==> src/rtl/regfile_np.sv <==
// -----------------------------------------------------------------------------
// regfile_np
//
// Parametrised multi-port register file. It has NREAD registered read ports and
// NWRITE write ports over a DEPTH x WIDTH array. When two or more enabled write
// ports target the same address, the lowest-numbered port wins. A sticky
// collision flag records each such event.
//
// Optional feature (compile-time macro):
//   REGFILE_NP_BYPASS_EN - a non-stalled read that samples an address being
//                          written at the same edge returns the winning wdata
//                          instead of the old array contents.
//
// Ports:
//   clk       clock; all state updates on the rising edge
//   rst       asynchronous, active-high reset (array, rdata and coll to zero)
//   raddr     NREAD*AW read addresses, port i at [i*AW +: AW]
//   rdata     NREAD*WIDTH registered read data, port i at [i*WIDTH +: WIDTH]
//   stall     holds rdata; raddr is not sampled while high
//   wen       NWRITE per-port write enables
//   waddr     NWRITE*AW write addresses
//   wdata     NWRITE*WIDTH write data
//   coll      sticky write-collision flag
//   coll_clr  synchronous clear of coll; a new collision in the same cycle wins
//   probe     combinational view of array[PROBE_IDX]
// -----------------------------------------------------------------------------
module regfile_np #(
    parameter int WIDTH     = 32,
    parameter int DEPTH     = 32,
    parameter int NREAD     = 2,
    parameter int NWRITE    = 2,
    parameter int ZERO_REG  = 1,
    parameter int PROBE_IDX = 3,
    localparam int AW = (DEPTH > 1) ? $clog2(DEPTH) : 1
) (
    input  logic                    clk,
    input  logic                    rst,
    input  logic [NREAD*AW-1:0]     raddr,
    output logic [NREAD*WIDTH-1:0]  rdata,
    input  logic                    stall,
    input  logic [NWRITE-1:0]       wen,
    input  logic [NWRITE*AW-1:0]    waddr,
    input  logic [NWRITE*WIDTH-1:0] wdata,
    output logic                    coll,
    input  logic                    coll_clr,
    output logic [WIDTH-1:0]        probe
);

    logic [WIDTH-1:0]       mem [DEPTH];
    logic [NWRITE-1:0]      wr_ok_p0;
    logic                   coll_hit_p0;
    logic [WIDTH-1:0]       rd_val_p0 [NREAD];
    logic [NREAD*WIDTH-1:0] rdata_p1;
    logic                   coll_p1;

    // An address is backed by storage if it is in range and is not the
    // hard-wired zero register.
    function automatic logic addr_live(input logic [AW-1:0] a);
        return (int'(a) < DEPTH) && !((ZERO_REG != 0) && (a == '0));
    endfunction

    // ---- stage p0: write arbitration, collision detect, read selection ----
    // A port keeps its write only if no lower-numbered enabled port targets the
    // same raw address. The collision check uses raw addresses, so address 0
    // and out-of-range addresses also count.
    always_comb begin
        wr_ok_p0    = '0;
        coll_hit_p0 = 1'b0;
        for (int k = 0; k < NWRITE; k++) begin
            wr_ok_p0[k] = wen[k] && addr_live(waddr[k*AW +: AW]);
            for (int j = 0; j < k; j++) begin
                if (wen[j] && wen[k] && (waddr[j*AW +: AW] == waddr[k*AW +: AW])) begin
                    wr_ok_p0[k] = 1'b0;
                    coll_hit_p0 = 1'b1;
                end
            end
        end
    end

    // Winners are unique per address, so at most one port can match a
    // forwarded read.
    always_comb begin
        for (int i = 0; i < NREAD; i++) begin
            rd_val_p0[i] = '0;
            if (addr_live(raddr[i*AW +: AW])) begin
                rd_val_p0[i] = mem[raddr[i*AW +: AW]];
`ifdef REGFILE_NP_BYPASS_EN
                for (int k = 0; k < NWRITE; k++) begin
                    if (wr_ok_p0[k] && (waddr[k*AW +: AW] == raddr[i*AW +: AW]))
                        rd_val_p0[i] = wdata[k*WIDTH +: WIDTH];
                end
`endif
            end
        end
    end

    // ---- stage p1: array update, registered read data, sticky flag ----
    always_ff @(posedge clk or posedge rst) begin
        if (rst) begin
            for (int a = 0; a < DEPTH; a++)
                mem[a] <= '0;
        end else begin
            for (int k = 0; k < NWRITE; k++) begin
                if (wr_ok_p0[k])
                    mem[waddr[k*AW +: AW]] <= wdata[k*WIDTH +: WIDTH];
            end
        end
    end

    always_ff @(posedge clk or posedge rst) begin
        if (rst) begin
            rdata_p1 <= '0;
        end else if (!stall) begin
            for (int i = 0; i < NREAD; i++)
                rdata_p1[i*WIDTH +: WIDTH] <= rd_val_p0[i];
        end
    end

    always_ff @(posedge clk or posedge rst) begin
        if (rst)
            coll_p1 <= 1'b0;
        else if (coll_hit_p0)
            coll_p1 <= 1'b1;
        else if (coll_clr)
            coll_p1 <= 1'b0;
    end

    assign rdata = rdata_p1;
    assign coll  = coll_p1;

    generate
        if ((ZERO_REG != 0) && (PROBE_IDX == 0)) begin : g_probe_zero
            assign probe = '0;
        end else begin : g_probe_reg
            assign probe = mem[PROBE_IDX];
        end
    endgenerate

endmodule

==> config.mk <==
export PLATFORM = sky130hd
export DESIGN_NAME = regfile_np
export DESIGN_NICKNAME = d
export VERILOG_FILES = /design/src/rtl/regfile_np.sv
export SDC_FILE = /design/constraint.sdc
export NUM_CORES = 2
export LEC_CHECK = 0
export CELL_PAD_IN_SITES_DETAIL_PLACEMENT = 1
export CELL_PAD_IN_SITES_GLOBAL_PLACEMENT = 1
export CORE_ASPECT_RATIO = 2
export CORE_UTILIZATION = 52
export CTS_BUF_LIST = sky130_fd_sc_hd__clkbuf_4 sky130_fd_sc_hd__clkbuf_8
export DETAILED_ROUTE_END_ITERATION = 10
export PLACE_DENSITY = 0.94
export SYNTH_ARGS = -nofsm -noshare
export SYNTH_HDL_FRONTEND = slang
export SYNTH_SLANG_ARGS = --single-unit
==> constraint.sdc <==
create_clock -name clk -period 54.9 [get_ports clk]
set_clock_uncertainty 0.2 [all_clocks]
set_input_delay 16.47 -clock clk [delete_from_list [all_inputs] [get_ports clk]]
set_output_delay 16.47 -clock clk [all_outputs]
set_load 0.02 [all_outputs]
==> impl_metrics.py, run 1 <==
metrics = {
    "synthesis": {
        "synth_ff_type": "dfrtp_1",
        "async_flop_share_pct": 100,
        "syn_inst": 6417,
        "syn_avg_cell_area_sq_um": 10.4,
        "mappedNetlistArea_sq_um": 66600,
        "ys_types": 56,
        "ys_top_cells_by_area": "dfrtp_1 (41%), mux2i_1 (20%), mux4_2 (11%), o21ai_0 (6.9%), nand2_1 (6.0%)",
        "yosysTopAreaCell": "dfrtp_1",
        "synth.top_cell.area_share_pct": 40.9,
        "synth_edf_count": 0,
        "synth_common_cells": "mux2i_1 (1302), dfrtp_1 (1089), nand2_1 (1059)",
        "ys_seq_area_share_pct": 40.9,
        "syn-num-nets": 6507,
        "yosysMostFrequentCell": "mux2i_1",
        "ys_ff_latch": 1089,
        "yosysWarnings": 0,
    },
    "cts": {
        "cts_buffers": 159,
        "ctsHoldBuffers": 0,
        "clock_path_buffers": 3,
        "cts_resized": 0,
        "cts.sinks": 1089,
        "htreeDepth": 4,
        "post_cts_buffers": 0,
        "clockRootBuffer": "clkbuf_8",
    },
    "floorplanning": {
        "initial_core_util_pct": 52.4,
        "row_count": 185,
        "num_io_pins": 187,
        "die_h_microns": 508,
        "die_x_microns": 255,
    },
    "status": {
        "firstError": "[ERROR GRT-0232] Routing congestion too high. Check the congestion heatmap in the GUI.",
        "lastStage": "5_1_grt",
        "status": "aborted with a tool error",
    },
    "placement": {
        "dp_hpwl_microns": 188000,
        "routabilityCongestion": 0.923,
        "placedCellCount": 7670,
        "io_buffers": 186,
    },
    "global_route": {
        "grt_start_max_net_pins": 183,
        "antenna_found_initial": 74,
        "globalRouteOverflowTotal": 10,
        "grt_usage_pct": 69.9,
    },
}
## layer usage
metal  global-route usage [%]  GRT overflow
met1                     68.1             1
met2                     82.9             3
met5                     37.5             0
met4                     66.6             6
met3                     61.1             0
## cells by family after synthesis
kind of cell / share of synthesized area, %
DFF: 40.9
muxes: 33.4
xor gates and xnor gates: 0.0657
AOI/OAI and AO/OA: 12.7
buffers and inverters: 5.15
and+or+nand+nor: 7.71
## stage by stage
step,setup WS [ps],hold WS [ps],cell area [sq um]
CTS,33410,209,72400
detailed placement,32520,189,69000
global placement,32630,184,69000
floorplan,7570,249,66600
==> run 2, diff against run 1 <==
==> config.mk (replaced) <==
export PLATFORM = sky130hd
export DESIGN_NAME = regfile_np
export DESIGN_NICKNAME = d
export VERILOG_FILES = /design/src/rtl/regfile_np.sv
export SDC_FILE = /design/constraint.sdc
export NUM_CORES = 2
export LEC_CHECK = 0
export CORE_UTILIZATION = 40
export DETAILED_ROUTE_END_ITERATION = 10
export PLACE_DENSITY_LB_ADDON = 0.15
export SYNTH_ARGS = -nofsm -noshare
export SYNTH_HDL_FRONTEND = slang
export SYNTH_SLANG_ARGS = --single-unit
==> run 2 against run 1 <==
  * The flow now finishes, with violations (DRC)
  * Area after synthesis unchanged
  * Synthesized cell count did not move
==> impl_metrics.py, run 2 <==
metrics = {
    "sta": {
        "fin_crit_ps": 20280,
        "tightestPinTransition_ps": 1360,
        "rsz0062_at_grt": "false",
        "worst_slack_ps": 34620,
        "setup_viol": 0,
        "period_share_pct": 36.9,
        "slew_violations": 0,
        "relSlewSlack_pct": 8.90,
        "hold_viol": 0,
        "max_freq_mhz": 49.3,
        "finalSetupTns_ps": 0,
    },
    "critical_path": {
        "critical_path_class": "in -> async",
        "cp_max_fo": 88,
        "critPathLaunchType": "input pin",
        "cp-end-kind": "asynchronous set/reset pin",
        "cp.required_ps": 55490,
        "worstPathArrival_ps": 20870,
        "reg2regPathDepth": 4,
    },
    "global_route": {
        "grt_pass1_vias": 51334,
        "grt_start_max_net_pins": 160,
        "grt_usage_pct": 31.9,
        "antenna_found_initial": 12,
        "globalRouteOverflowTotal": 0,
        "grt_pass1_wl_microns": 387000,
    },
    "pwr": {
        "p_int_mw": 1.85,
        "netSwitchingFraction_pct": 31.1,
        "power-per-cell-area_nw_per_um2": 36.2,
        "p_leak_nw": 30.6,
        "ir_worst_vdd_uv": 32.7,
        "combPwrFrac_pct": 23.1,
        "pwr-share-seq_pct": 43.4,
        "p_clk_share_pct": 33.5,
        "p_sw_mw": 0.835,
    },
    "cts": {
        "cts.sinks": 1089,
        "clock_path_buffers": 3,
        "clockRootBuffer": "clkbuf_16",
        "htreeDepth": 4,
        "post_cts_buffers": 0,
        "ctsHoldBuffers": 0,
        "cts_tree": "yes",
        "insertion_delay_ps": 800,
        "cts_buffers": 131,
        "clk_pin_slew_ps": 50,
        "cts_resized": 0,
    },
    "synthesis": {
        "ys_types": 56,
        "ys_top_cells_by_area": "dfrtp_1 (41%), mux2i_1 (20%), mux4_2 (11%), o21ai_0 (6.9%), nand2_1 (6.0%)",
        "syn_avg_cell_area_sq_um": 10.4,
        "synth_common_cells": "mux2i_1 (1302), dfrtp_1 (1089), nand2_1 (1059)",
        "yosysWarnings": 0,
        "yosysTopAreaCell": "dfrtp_1",
        "synth_ff_type": "dfrtp_1",
        "async_flop_share_pct": 100,
        "syn-num-nets": 6507,
        "ys_ff_latch": 1089,
        "syn_inst": 6417,
        "mappedNetlistArea_sq_um": 66600,
        "yosysMostFrequentCell": "mux2i_1",
        "synth.top_cell.area_share_pct": 40.9,
        "synth_edf_count": 0,
        "ys_seq_area_share_pct": 40.9,
    },
    "status": {
        "violations": "DRC",
        "status": "complete, but fails checks",
    },
    "routing": {
        "drt_iter0_markers": 5719,
        "vias": 52954,
        "drt-pass1-iter-count": 9,
        "wire_per_inst_microns": 32.2,
        "routed_via_density": 6.27,
        "routed_wl_microns": 272000,
        "ant_nets": 0,
        "drc_errors": 19,
    },
    "finish": {
        "nFillCells": 15379,
        "drive_above_1_share_pct": 15.7,
        "postLayoutCellArea_sq_um": 74200,
        "final_util_pct": 45.0,
        "final_cell_mix": "mux2i_1 (1302), dfrtp_1 (1089), nand2_1 (1047)",
        "num-nets-final": 6245,
        "largest_reg_flops": 992,
        "largest_register": "mem",
        "area_delta_synth_final_pct": 11.4,
        "fin_cells": 8451,
        "mostFrequentLayoutCell": "mux2i_1",
    },
    "placement": {
        "placed_area_sq_um": 69900,
        "routabilityCongestion": 0.834,
        "placedCellCount": 8211,
        "place_ws_ps": 33690,
        "io_buffers": 186,
        "dp_hpwl_microns": 153000,
    },
    "floorplanning": {
        "die_x_microns": 410,
        "core_area_sq_um": 165000,
        "initial_core_util_pct": 40.3,
        "die-area_sq_um": 168000,
        "row_count": 149,
        "num_io_pins": 187,
        "die_h_microns": 410,
    },
    "worst_hold_path": {
        "whs_path_depth": 0,
        "hold_path_class": "reg -> reg",
    },
    "flow_run": {
        "drv_cap": 0,
    },
}
-- run 2: power groups by stage --
stage                     Combinational [mW]  Sequential [mW]  Clock (mW)
final                                  0.620             1.17       0.901
after global routing                   0.675             1.19       0.943
after CTS                              0.618             1.16       0.912
after detailed placement               0.619             1.17           0
after global placement                 0.603             1.17           0
after floorplan                        0.461             1.13           0
-- run 2: layout make-up --
class	instances	area, sq um	area share [%]
Antenna cell	7	17.5	0.0236
Clock buffer	196	3860	5.20
Clock inverter	37	485	0.654
Inverter	2	15.0	0.0202
Multi-Input combinational cell	4539	36400	49.1
Sequential cell	1089	27300	36.7
Tap cell	2189	2740	3.69
Timing Repair Buffer	392	3450	4.65
-- run 2: cells by family after synthesis --
kind of cell,after synthesis,share of synthesized area [%]
AOI/OAI and AO/OA,1460,12.7
and+or+nand+nor,1275,7.71
buffers and inverters,789,5.15
muxes,1799,33.4
xor gates and xnor gates,5,0.0657
DFF,1089,40.9
-- run 2: per-layer routing --
layer	vias up	track usage (%)	wire length, microns
met5	-	0	92
met4	12	15.3	14500
met3	663	7.48	24200
met2	2629	49.9	124000
met1	26888	41.6	109000
li1	22762	-	-
-- run 2: worst max-delay path, cell delays in order --
cell	delay, ps
clkdlybuf4s50_1	490
inv_8	460
buf_4	740
buf_4	800
buf_4	790
buf_4	770
-- run 2: stage by stage --
| step | power [mW] | hold WS, ps |
|---|---|---|
| 2_1_floorplan | 1.59 | 249 |
| 3_3_place_gp | 1.77 | 184 |
| 3_5_place_dp | 1.79 | 188 |
| 4_1_cts | 2.69 | 200 |
| 5_1_grt | 2.81 | 213 |
| 6_report | 2.69 | 198 |
-- run 2: final timing paths --
kind / startpoint / to / slack, ps
min in group asynchronous: rst / mem[723] / 15960
hold reg to reg: mem[1014] / mem[1014] / 200
setup / recovery: rst / mem[452] / 34620
max in group clk: raddr[2] / rdata[10] / 34840
setup reg to reg: mem[536] / rdata[56] / 52570
hold / removal: mem[1014] / mem[1014] / 200
Note: power is estimated with default switching activity, not from simulation.
